<file path="src/rtl/collision_issue_ctrl.sv">
// -----------------------------------------------------------------------------
// collision_issue_ctrl
//
// Paces voxel line segments from the G-code segment source into the
// CollisionDetect block. Incoming segments are buffered in a small FIFO and
// issued to the detector no closer together than GAP cycles. Detector hits are
// forwarded and counted, and the end of a job is signalled DRAIN+1 cycles after
// the segment flagged as last has been issued.
//
// Parameters:
//   DEPTH  FIFO entries (power of two, 2..64)
//   GAP    minimum cycles between detector issues (1..15)
//   DRAIN  cycles waited after the last issue before done (1..255)
//
// Ports:
//   clk, reset         single clock, synchronous active-high reset
//   s_val/s_rdy        segment source handshake
//   s_seg, s_last      segment {x1,y1,z1,x2,y2,z2} and end-of-job marker
//   cd_in_val, cd_seg  issue strobe and segment to CollisionDetect
//   cd_out_val         detector hit strobe
//   cd_lineID          detector line id of the hit
//   hit_val, hit_line  registered copy of the latest hit
//   first_line         line id of the first hit of the current job
//   hit_cnt            saturating hit counter for the current job
//   issue_cnt          wrapping count of issued segments for the current job
//   busy               controller is not idle
//   done               one-cycle end-of-job pulse
// -----------------------------------------------------------------------------
module collision_issue_ctrl #(
  parameter int DEPTH = 8,
  parameter int GAP   = 2,
  parameter int DRAIN = 16
) (
  input  logic        clk,
  input  logic        reset,
  input  logic        s_val,
  output logic        s_rdy,
  input  logic [47:0] s_seg,
  input  logic        s_last,
  output logic        cd_in_val,
  output logic [47:0] cd_seg,
  input  logic        cd_out_val,
  input  logic [7:0]  cd_lineID,
  output logic        hit_val,
  output logic [7:0]  hit_line,
  output logic [7:0]  first_line,
  output logic [15:0] hit_cnt,
  output logic [15:0] issue_cnt,
  output logic        busy,
  output logic        done
);

  localparam int AW = $clog2(DEPTH);

  typedef enum logic [1:0] {
    ST_IDLE  = 2'd0,
    ST_RUN   = 2'd1,
    ST_DRAIN = 2'd2,
    ST_DONE  = 2'd3
  } state_t;

  state_t      r_state;
  logic [48:0] r_mem [DEPTH];
  logic [AW:0] r_wr_ptr;
  logic [AW:0] r_rd_ptr;
  logic [3:0]  r_pace;
  logic [7:0]  r_drain_cnt;
  logic        r_last_seen;
  logic        r_first_vld;
  logic        r_cd_in_val;
  logic [47:0] r_cd_seg;
  logic [15:0] r_issue_cnt;
  logic        r_done;
  logic        r_hit_val;
  logic [7:0]  r_hit_line;
  logic [7:0]  r_first_line;
  logic [15:0] r_hit_cnt;

  logic        w_full;
  logic        w_empty;
  logic        w_rdy;
  logic        w_push;
  logic        w_start;
  logic        w_issue;
  logic [48:0] w_head;
  logic [15:0] w_hit_base;
  logic        w_fv_base;

  // FIFO status, handshake and issue decode from registered state
  always_comb begin
    w_full  = (r_wr_ptr[AW] != r_rd_ptr[AW]) &&
              (r_wr_ptr[AW-1:0] == r_rd_ptr[AW-1:0]);
    w_empty = (r_wr_ptr == r_rd_ptr);
    // reset gates ready so nothing is taken while the block is held in reset
    w_rdy   = !reset && !w_full && !r_last_seen &&
              ((r_state == ST_IDLE) || (r_state == ST_RUN));
    w_push  = s_val && w_rdy;
    w_start = (r_state == ST_IDLE) && w_push;
    w_issue = (r_state == ST_RUN) && !w_empty && (r_pace == 4'd0);
    w_head  = r_mem[r_rd_ptr[AW-1:0]];
    // a job start clears the per-job hit tracking before a same-edge hit lands
    if (w_start) begin
      w_hit_base = 16'd0;
      w_fv_base  = 1'b0;
    end else begin
      w_hit_base = r_hit_cnt;
      w_fv_base  = r_first_vld;
    end
  end

  // FIFO storage write port (contents need no reset; pointers define validity)
  always_ff @(posedge clk) begin
    if (w_push) begin
      r_mem[r_wr_ptr[AW-1:0]] <= {s_last, s_seg};
    end
  end

  // FIFO read/write pointers
  always_ff @(posedge clk) begin
    if (reset) begin
      r_wr_ptr <= '0;
      r_rd_ptr <= '0;
    end else begin
      if (w_push) begin
        r_wr_ptr <= r_wr_ptr + {{AW{1'b0}}, 1'b1};
      end
      if (w_issue) begin
        r_rd_ptr <= r_rd_ptr + {{AW{1'b0}}, 1'b1};
      end
    end
  end

  // Job FSM with issue pacing, issue outputs and end-of-job pulse
  always_ff @(posedge clk) begin
    if (reset) begin
      r_state     <= ST_IDLE;
      r_pace      <= 4'd0;
      r_drain_cnt <= 8'd0;
      r_last_seen <= 1'b0;
      r_cd_in_val <= 1'b0;
      r_cd_seg    <= 48'd0;
      r_issue_cnt <= 16'd0;
      r_done      <= 1'b0;
    end else begin
      r_cd_in_val <= 1'b0;
      r_done      <= 1'b0;
      // pace counts down to zero between issues; zero means the detector may take one
      if (w_issue) begin
        r_cd_in_val <= 1'b1;
        r_cd_seg    <= w_head[47:0];
        r_issue_cnt <= r_issue_cnt + 16'd1;
        r_pace      <= 4'(GAP - 1);
      end else if (r_pace != 4'd0) begin
        r_pace <= r_pace - 4'd1;
      end
      case (r_state)
        ST_IDLE: begin
          if (w_start) begin
            r_state     <= ST_RUN;
            r_issue_cnt <= 16'd0;
            // a one-segment job can be flagged last on its very first accept
            r_last_seen <= s_last;
          end
        end
        ST_RUN: begin
          if (w_push && s_last) begin
            r_last_seen <= 1'b1;
          end
          if (w_issue && w_head[48]) begin
            r_state     <= ST_DRAIN;
            r_drain_cnt <= 8'(DRAIN);
          end
        end
        ST_DRAIN: begin
          r_drain_cnt <= r_drain_cnt - 8'd1;
          if (r_drain_cnt == 8'd1) begin
            r_state <= ST_DONE;
          end
        end
        ST_DONE: begin
          // done rises as we return to IDLE, which also re-opens the source
          r_done      <= 1'b1;
          r_last_seen <= 1'b0;
          r_state     <= ST_IDLE;
        end
        default: begin
          r_state <= ST_IDLE;
        end
      endcase
    end
  end

  // Detector hit forwarding and per-job hit statistics
  always_ff @(posedge clk) begin
    if (reset) begin
      r_hit_val    <= 1'b0;
      r_hit_line   <= 8'd0;
      r_first_line <= 8'd0;
      r_first_vld  <= 1'b0;
      r_hit_cnt    <= 16'd0;
    end else begin
      r_hit_val <= cd_out_val;
      if (cd_out_val) begin
        r_hit_line  <= cd_lineID;
        r_hit_cnt   <= (w_hit_base == 16'hFFFF) ? 16'hFFFF : (w_hit_base + 16'd1);
        r_first_vld <= 1'b1;
        if (!w_fv_base) begin
          r_first_line <= cd_lineID;
        end
      end else begin
        r_hit_cnt   <= w_hit_base;
        r_first_vld <= w_fv_base;
      end
    end
  end

  assign s_rdy      = w_rdy;
  assign busy       = (r_state != ST_IDLE);
  assign cd_in_val  = r_cd_in_val;
  assign cd_seg     = r_cd_seg;
  assign issue_cnt  = r_issue_cnt;
  assign done       = r_done;
  assign hit_val    = r_hit_val;
  assign hit_line   = r_hit_line;
  assign first_line = r_first_line;
  assign hit_cnt    = r_hit_cnt;

endmodule

</file>
<file path="config.mk">
export PLATFORM = sky130hd
export DESIGN_NAME = collision_issue_ctrl
export DESIGN_NICKNAME = d
export VERILOG_FILES = /design/src/rtl/collision_issue_ctrl.sv
export SDC_FILE = /design/constraint.sdc
export NUM_CORES = 1
export LEC_CHECK = 0
export CAP_MARGIN = 10
export CORE_UTILIZATION = 45
export DETAILED_ROUTE_END_ITERATION = 8
export GPL_ROUTABILITY_DRIVEN = 0
export PLACE_DENSITY = 0.67
export RECOVER_POWER = 50
export SYNTH_ARGS = -nofsm -noshare
export SYNTH_HDL_FRONTEND = slang
export SYNTH_SLANG_ARGS = --single-unit
</file>
<file path="constraint.sdc">
create_clock -name clk -period 10.35 [get_ports clk]
set_clock_uncertainty 0.2 [all_clocks]
set_input_delay 2.07 -clock clk [delete_from_list [all_inputs] [get_ports clk]]
set_output_delay 2.07 -clock clk [all_outputs]
set_load 0.02 [all_outputs]
</file>
Word level (Yosys, flattened, before mapping)
Memory sizes are Yosys's and may differ from the RTL's. A register that Yosys moved wholly into a read port is not among the register bits.
Index checks and enable logic that the tools add are counted.
{ "totals": {"elab_cells": 88, "out_inout_bits": 101, "n_memories": 1, "ff_bits": 123, "ram_bits": 392, "in_bits": 61} }
{ "op_classes": {"bitwise_logic": 1, "addsub": 6, "muxes": 25, "eq_ne": 12, "n_reduce_logical": 27} }
{ "mem_list": {"columns": ["name", "depth", "word_bits", "rd", "rd_ports_with_merged_regs", "wr", "line_no", "rtl"], "rows": [
  ["r_mem", 8, 49, 1, 1, 1, "63", "logic [48:0] r_mem [DEPTH];"]
]} }
{ "ops": {"columns": ["cell", "n"], "rows": [
  ["2-to-1 mux 16 bit", 6],
  ["adder 16 x 1 -> 16 bit, second input constant", 2],
  ["equality test 16 bit, second input constant", 1],
  ["one-hot mux 8 bit (2 select lines)", 1],
  ["logical AND 1 bit", 10],
  ["2-to-1 mux 1 bit", 10],
  ["adder 4 x 1 -> 4 bit, second input constant", 2],
  ["equality test 8 x 1 -> 1 bit, second input constant", 1],
  ["2-to-1 mux 8 bit", 1],
  ["one-hot mux 2 bit (4 select lines)", 1],
  ["subtractor 8 x 1 -> 8 bit, second input constant", 1],
  ["2-to-1 mux 2 bit", 3],
  ["2-to-1 mux 3 bit", 2],
  ["AND reduction 3 bit", 2],
  ["nonzero test 2 bit", 3],
  ["equality test 2 bit, second input constant", 2],
  ["equality test 4 bit", 1],
  ["logical NOT 1 bit", 4],
  ["logical NOT 4 bit", 1],
  ["!= test 2 x 1 -> 1 bit, second input constant", 2],
  ["!= test 2 bit, second input constant", 2],
  ["AND reduction 2 bit", 2],
  ["nonzero test 4 bit", 1],
  ["subtractor 4 x 1 -> 4 bit, second input constant", 1],
  ["9 further kinds", 9]
]} }

Longest topological paths before layout
Gate-level depths: netlist of run 1.
{ "depth": {"word_depth": 12, "mapped_depth": 12, "depth_no_buf": 11} }

Worst setup path after synthesis of run 1
OpenSTA, ideal clock, no wires.
{ "synth_path": {"path_kind": "input -> register", "startpoint": "input port reset", "endpoint": "memory r_mem[1][0], enable pin", "t_arrival_ps": 7933, "path_stages": 5, "path_slack_ps": 1622, "path_buffers": 1, "t_required_ps": 9555, "setup_time_ps": 595, "cell_sequence": "clkbuf_1 nor2_1 nand3_1 or2_2 nor4b_1"} }
{ "synth_via": {"elab_chain_len": 7} }
{ "synth_rtl": {"columns": ["item", "line_no", "rtl"], "rows": [
  ["start: declaration", "35", "input logic reset,"],
  ["logical NOT 1 bit", "95", "w_rdy = !reset && !w_full && !r_last_seen &&"],
  ["logical AND 1 bit (3 in series)", "95", null],
  ["logical AND 1 bit", "97", "w_push = s_val && w_rdy;"],
  ["2-to-1 mux 1 bit", "113", "if (w_push) begin"],
  ["2-to-1 mux 1 bit (implied by the code)", "114", "r_mem[r_wr_ptr[AW-1:0]] <= {s_last, s_seg};"],
  ["end: declaration", "63", null]
]} }
No other way between the ends.

==> results of run 1 <==
-- cell usage after synthesis, types with 2 or more instances --
master	number	area share
inv_1	18	0.0034
or2_2	3	0.00095
a211oi_1	49	0.019
nand2_1	34	0.0064
o21ai_0	17	0.0043
buf_2	16	0.0040
nor2b_1	2	0.00063
nand4_1	11	0.0035
o21a_1	2	0.00076
nor3b_1	5	0.0019
and4_1	4	0.0018
nor4_1	6	0.0019
nand3_1	23	0.0058
o2111ai_1	2	0.00088
ha_1	12	0.0076
nor4b_1	3	0.0013
or4_1	5	0.0019
edfxtp_1	392	0.59
buf_4	4	0.0015
mux2i_1	61	0.031
or3_1	5	0.0016
xor2_1	14	0.0062
and3_1	3	0.00095
and2_1	5	0.0016
a32oi_1	2	0.00088
dfxtp_1	126	0.13
a31oi_1	3	0.00095
buf_1	6	0.0011
o31ai_1	6	0.0023
a21boi_1	2	0.00076
mux4_2	98	0.11
nor2_1	94	0.018
xnor2_1	20	0.0088
a311oi_1	2	0.00088
nor3_1	12	0.0030
clkbuf_1	37	0.0070
a21oi_1	32	0.0081
-- kinds of logic after synthesis --
| group | count (synthesis) | share of synthesized area |
|---|---|---|
| adder cells (fa/ha/maj) | 12 | 0.00756 |
| multiplexers | 160 | 0.143 |
| flip-flops | 518 | 0.720 |
| buffers and inverters | 82 | 0.0176 |
| AO/OA/AOI/OAI | 130 | 0.0452 |
| AND/OR/NAND/NOR | 218 | 0.0520 |
| XOR/XNOR | 34 | 0.0150 |
-- registers in the layout, indices dropped and copies added, names as in the netlist, 4 cells and up, named ones only --
register	cells
first_line	8
r_mem	392
r_drain_cnt	8
hit_line	8
issue_cnt	16
r_rd_ptr	4
cd_seg	48
r_pace	4
r_wr_ptr	4
hit_cnt	16
-- final cells by class --
class                           instances  area, um2
Inverter                               18       67.6
Clock inverter                         30        288
Timing Repair Buffer                  177       1710
Sequential cell                       518      14300
Fill cell                            3418      19500
Antenna cell                            2       5.00
Multi-Input combinational cell        554       5230
Tap cell                              585        732
Clock buffer                           69       1410
-- stage by stage --
| step | instance area [um2] | instances | util | hold slack, ns |
|---|---|---|---|---|
| 2_1_floorplan | 19900 | 1154 | - | 0.242 |
| 3_3_place_gp | 22100 | 1852 | 0.511 | 0.255 |
| 3_5_place_dp | 22100 | 1852 | 0.511 | 0.270 |
| 4_1_cts | 23800 | 1951 | 0.550 | 0.279 |
| 5_1_grt | 23700 | 1952 | 0.549 | 0.303 |
| 6_report | 23700 | 1953 | 0.549 | 0.273 |
-- worst max-delay path: cells and delay by family --
family | cells | cell delay, ns
buffers and inverters | 2 | 3.79
AO/OA/AOI/OAI | 2 | 0.93
AND/OR/NAND/NOR | 1 | 0.07
-- cells in the final DEF, fill, tap and decap left out, drive strengths merged, types with 4 or more instances in the layout --
cell type / synthesis / layout
o31ai: 6 / 6
mux2i: 61 / 61
buf: 27 / 13
clkbuf: 37 / 73
xor2: 14 / 14
nand2: 34 / 34
a21oi: 32 / 32
nor3b: 5 / 5
xnor2: 20 / 20
o21ai: 18 / 18
bufinv: 0 / 4
dfxtp: 126 / 126
or3: 5 / 5
a211oi: 49 / 49
and2: 6 / 6
nand3: 23 / 23
clkdlybuf4s50: 0 / 105
nor2: 94 / 94
or4: 5 / 5
nor3: 12 / 12
mux4: 98 / 98
clkinvlp: 0 / 5
nor4: 6 / 6
and4: 4 / 4
nand4: 11 / 11
clkinv: 0 / 18
inv: 18 / 21
dlygate4sd3: 0 / 55
edfxtp: 392 / 392
ha: 12 / 12
-- routing by layer --
| layer | vias to the layer above | part of all wire | track usage |
|---|---|---|---|
| met5 | - | 0.00087 | 0 |
| met4 | 6 | 0.020 | 0.0550 |
| met3 | 59 | 0.049 | 0.0325 |
| met2 | 248 | 0.49 | 0.299 |
| met1 | 5463 | 0.44 | 0.248 |
| li1 | 4890 | - | - |
-- final timing paths --
path | start | end | slack [ns]
setup / recovery | reset | r_drain_cnt[2]$_SDFFE_PP0P_ | 3.72
hold / removal | r_drain_cnt[6]$_SDFFE_PP0P_ | r_drain_cnt[6]$_SDFFE_PP0P_ | 0.27
setup reg to reg | r_wr_ptr[0]$_SDFFE_PP0P_ | register | 3.96
hold reg to reg | r_drain_cnt[6]$_SDFFE_PP0P_ | r_drain_cnt[6]$_SDFFE_PP0P_ | 0.27
-- power by group --
part | switching [mW] | internal, mW | leakage [nW]
registers | 0.0449 | 2.32 | 4.56
logic | 0.275 | 0.199 | 2.02
clock network | 0.790 | 1.07 | 0.813
total | 1.11 | 3.59 | 7.39
==> results.md, run 1 <==
* Worst-case clock buffer depth at 3
* Initial DRC count at 680
* First-pass GRT wire length at 61500 um
* Async set-reset flop share out of synthesis at 0
* Top FF cell, synth: edfxtp_1
* Post-Syn Area at 19900 um2
* Crit-path cells: clkbuf_1 -> clkbuf_1 -> a41oi_1 -> o211ai_1 -> nand2_1
* Routed wire length at 40300 um
* Final ANT Viol Nets at 0
* Largest net degree at the start of global routing at 69
* # IOs at 162
* Die width at 212 um
* Worst slack at placement at 4.91 ns
* Via density per instance at 5.46
* Power Total at 4.70 mW
* Die H at 212 um
* Distinct cells, synth at 55
* Run status: finished with violations
* CP peak stage delay at 2.70 ns
* PwrDens at 198 nW/um2
* DRC Markers at 0
* DR WL/cell at 20.7 um
* FMAX at 0.151 GHz
* Rel. slew slack at -1.49
* Hold Violations, Final at 0
* Vias at 10700
* Crit path capture type: register
* Initial core utilization at 0.459
* Period Utilization, post-route at 0.640
* All-layer global routing usage at 0.182
* Post-route setup slack at 3.72 ns
* Failing checks: capacitance limit, slew limit
* Crit path DAT at 6.90 ns
* CTS Root Cell: clkbuf_16
* Critical path type: in2reg
* Peak VDD IR at 132 uV
* Crit-path max FO at 68
* Syn nets at 1227
* CTS resizes at 0
* Clock-pin slew on the worst setup and hold paths at 0.06 ns
* Final worst path period need at 6.63 ns
* CTS tree: built
* Flops & latches, synth at 518
* Slowest CP cell: clkbuf_1
* Synth Warn # at 0
* Die Area at 45000 um2
* Hold Crit Class: reg2reg
* H-tree Lvls at 2
* Initial antenna violation count at 7
* Site row count at 76
* Worst hold path cell count at 2
* First-pass DRT Iterations at 4
* R2R cell count at 7
* Mapped Avg Cell Area at 17.2 um2
* MaxCap Viol Count at 4
* CTS hold repair buffers at 0
* Setup TNS at 0 ns
* Clock Latency Late Sink at 0.60 ns
* Crit-path most repeated cell: clkbuf_1
* Number of setup buffers added after CTS at 0
* Share of cells above drive strength 1 at 0.148
* Clk sinks at 518
* EDFF count, synth at 392
* LEAKAGE at 7.39 nW
* Setup crit start kind: input pin
* Sequential area share after synthesis at 0.720
* Max Slew Vio Count at 206
* Total grt overflow at 0
* Worst EP required at 10.62 ns
* # nets final at 1395
* Num CTS Buffers at 53
* Endpoints failing setup at 0
* Unrepaired setup endpoints after global routing: false
* Layout area overhead at 19.6%
* Core Region at 43300 um2
* HPWL after DPL at 21800 um
* Post-Syn Instances at 1154
* Worst slew pin tran at 3.73 ns
* Vias in the first global route at 10600
* IO Port Bufs at 161
No activity file was read; power rests on OpenSTA's default activity.
==> run 2, diff against run 1 <==
- clock period: 10.35 -> 6.8 ns (I/O delays scaled with it)
==> run 2 against run 1 <==
Net effect: the run still ends with capacitance limit, slew limit left; final cell count decreased by 0.15%; power up 55%; worst setup slack worse by 1.8 ns; critical path depth fell by 1; clock-buffer cell count stayed put; largest cell class unchanged; critical path type is now in2out; via count shrank 0.35%; critical endpoint is now s_rdy.
==> results.md, run 2 (synthesis gave the netlist of run 1 again) <==
* Via density per instance at 5.45 (-0.19%)
* Clk sinks at 518 (unchanged)
* Largest register FFs at 392 (unchanged)
* Clock-pin slew on the worst setup and hold paths at 0.06 ns (about the same)
* Worst slack at placement at 1.97 ns (-2.95 ns)
* Number of setup buffers added after CTS at 0 (unchanged)
* Top cell family by delay on the critical path: buffers and inverters
* R2R Setup Slk at 3.03 ns (-0.93 ns)
* Placed cells at 1852 (unchanged)
* Worst-case clock buffer depth at 3 (unchanged)
* # nets final at 1394 (-0.072%)
* MaxCap Viol Count at 1 (-3)
* LEAKAGE at 7.55 nW (+2.2%)
* Critical path type: in2out
* Core Region at 43300 um2 (unchanged)
* Final std cells w/o fill at 1950 (-0.15%)
* Share of cells above drive strength 1 at 0.159 (+0.0112)
* H-tree Lvls at 2 (unchanged)
* Layout area overhead at 20.2%
* HPWL after DPL at 22100 um (+1.4%)
* Worst r2r dst: r_rd_ptr[0]$_SDFFE_PP0P_
* First-pass GRT wire length at 61400 um (-0.16%)
* Most frequent cells in the layout: 392 x edfxtp_1, 123 x dfxtp_1, 98 x mux4_2
* Setup crit end: s_rdy
* Peak VDD IR at 199 uV (+51%)
* Initial core utilization at 0.459 (unchanged)
* Switching part of the total at 0.230 (-0.00657)
* First-pass DRT Iterations at 5 (+1)
* Die H at 212 um (unchanged)
* Total grt overflow at 0 (unchanged)
* Commonest non-fill, non-tap cell in the layout: edfxtp_1
* CTS Root Cell: clkbuf_16
* Die Area at 45000 um2 (unchanged)
* Hold Violations, Final at 0 (unchanged)
* FMAX at 0.207 GHz
* Crit path DAT at 3.27 ns (-3.63 ns)
* Crit path capture type: primary output
* Slowest CP cell: buf_4
* Clock Latency Late Sink at 0.58 ns (-0.02 ns)
* Crit-path most repeated cell: buf_4
* IO Port Bufs at 161 (unchanged)
* Power Total at 7.28 mW (+55%)
* Crit-path cells: buf_4 -> buf_4 -> nor3b_1 -> clkdlybuf4s50_1
* Critical R2R Launch: r_wr_ptr[0]$_SDFFE_PP0P_
* CTS hold repair buffers at 0 (unchanged)
* DRC Markers at 0 (unchanged)
* CP peak stage delay at 0.70 ns (-2.00 ns)
* Routed wire length at 39600 um (-2.0%)
* Worst EP required at 5.24 ns (-5.38 ns)
* Largest net degree at the start of global routing at 101 (+46%)
* Max Slew Vio Count at 101 (-51%)
* DP Area at 22100 um2 (unchanged)
* # IOs at 162 (unchanged)
* Buf+Inv Stages, Crit Path at 3 (+1)
* Worst Setup SP: reset
* Design area at 23900 um2 (+0.53%)
* Site row count at 76 (unchanged)
* Endpoints failing setup at 0 (unchanged)
* Setup crit start kind: input pin
* PwrDens at 305 nW/um2 (+54%)
* Rel. slew slack at -0.424 (+1.06)
* Crit-path max FO at 58 (-15%)
* Seq pwr share at 0.496 (-0.008)
* Final worst path period need at 4.83 ns
* CTS resizes at 0 (unchanged)
* All-layer global routing usage at 0.180 (-0.00220)
* Initial DRC count at 743 (+9.3%)
* Vias in the first global route at 10800 (+1.3%)
* Final ANT Viol Nets at 0 (unchanged)
* Vias at 10600 (-0.35%)
* Failing checks: capacitance limit, slew limit
* Hold Crit Class: reg2reg
* DR WL/cell at 20.3 um (-1.8%)
* Worst slew pin tran at 2.14 ns (-1.59 ns)
* Post-route setup slack at 1.97 ns (-1.76 ns)
* Period Utilization, post-route at 0.711
* Die width at 212 um (unchanged)
* Run status: finished with violations
* Num CTS Buffers at 52 (-1.9%)
* Initial antenna violation count at 3 (-4)
* Unrepaired setup endpoints after global routing: false
* CTS tree: built
* Internal power at 5.60 mW (+56%)
* Clock share of power at 0.403 (+0.008)
* Worst path depth at 4 (-1)
* R2R cell count at 7 (unchanged)
* Psw at 1.67 mW (+51%)
* Gate power share at 0.101 (about the same)
[run 2: cell count changes in the layout (fill, tap and decap cells not counted), sizes merged]
| cell | change |
|---|---|
| clkinvlp | -1 |
| buf | +1 |
| dlygate4sd3 | +27 |
| clkbuf | -1 |
| bufinv | +3 |
| inv | -1 |
| clkdlybuf4s50 | -27 |
| clkinv | -3 |
| diode | -1 |
[run 2: worst min path at each step]
stage | to | slack [ns] | cells past startpoint | startpoint
detailed placement | r_drain_cnt[6]$_SDFFE_PP0P_ | 0.27 | 2 | r_drain_cnt[6]$_SDFFE_PP0P_
floorplan | r_drain_cnt[6]$_SDFFE_PP0P_ | 0.24 | 2 | r_drain_cnt[6]$_SDFFE_PP0P_
finish | r_drain_cnt[6]$_SDFFE_PP0P_ | 0.27 | 2 | r_drain_cnt[6]$_SDFFE_PP0P_
global route | first_line[2]$_SDFFE_PP0P_ | 0.29 | 2 | first_line[2]$_SDFFE_PP0P_
global placement | r_drain_cnt[6]$_SDFFE_PP0P_ | 0.26 | 2 | r_drain_cnt[6]$_SDFFE_PP0P_
CTS | r_drain_cnt[6]$_SDFFE_PP0P_ | 0.27 | 2 | r_drain_cnt[6]$_SDFFE_PP0P_
[run 2: power by group through the flow]
| stage | sequential [mW] | combinational [mW] | clock, mW |
|---|---|---|---|
| after floorplan | 3.70 | 0.454 | 0 |
| after global placement | 3.67 | 0.733 | 0 |
| after detailed placement | 3.68 | 0.746 | 0 |
| after CTS | 3.61 | 0.752 | 3.00 |
| after global routing | 3.62 | 0.810 | 3.11 |
| final | 3.61 | 0.733 | 2.93 |
[run 2: layer usage]
layer | wire length, um | track usage | up-vias | share of wire
li1 | - | - | 4885 | -
met1 | 17500 | 0.246 | 5418 | 0.44
met2 | 19100 | 0.297 | 267 | 0.48
met3 | 2300 | 0.0326 | 57 | 0.058
met4 | 659 | 0.0475 | 2 | 0.017
met5 | 11 | 0 | - | 0.00028
[run 2: area by class of cell]
class	count	area, um2
Antenna cell	1	2.50
Timing Repair Buffer	177	1720
Clock inverter	28	337
Fill cell	3431	19400
Multi-Input combinational cell	554	5270
Sequential cell	518	14300
Inverter	18	67.6
Clock buffer	69	1450
Tap cell	585	732
[run 2: metrics by stage]
step                setup TNS (ns)  hold slack (ns)  utilization
floorplan                  -210.79            0.242            -
global placement                 0            0.257        0.511
detailed placement               0            0.265        0.511
CTS                              0            0.273        0.552
global route                     0            0.293        0.552
finish                           0            0.272        0.552
[run 2: tightest hold or removal path: stages, from the launching register on]
cell     delay [ns]
dfxtp_1        0.32
nand2_1        0.05
mux2i_1        0.05
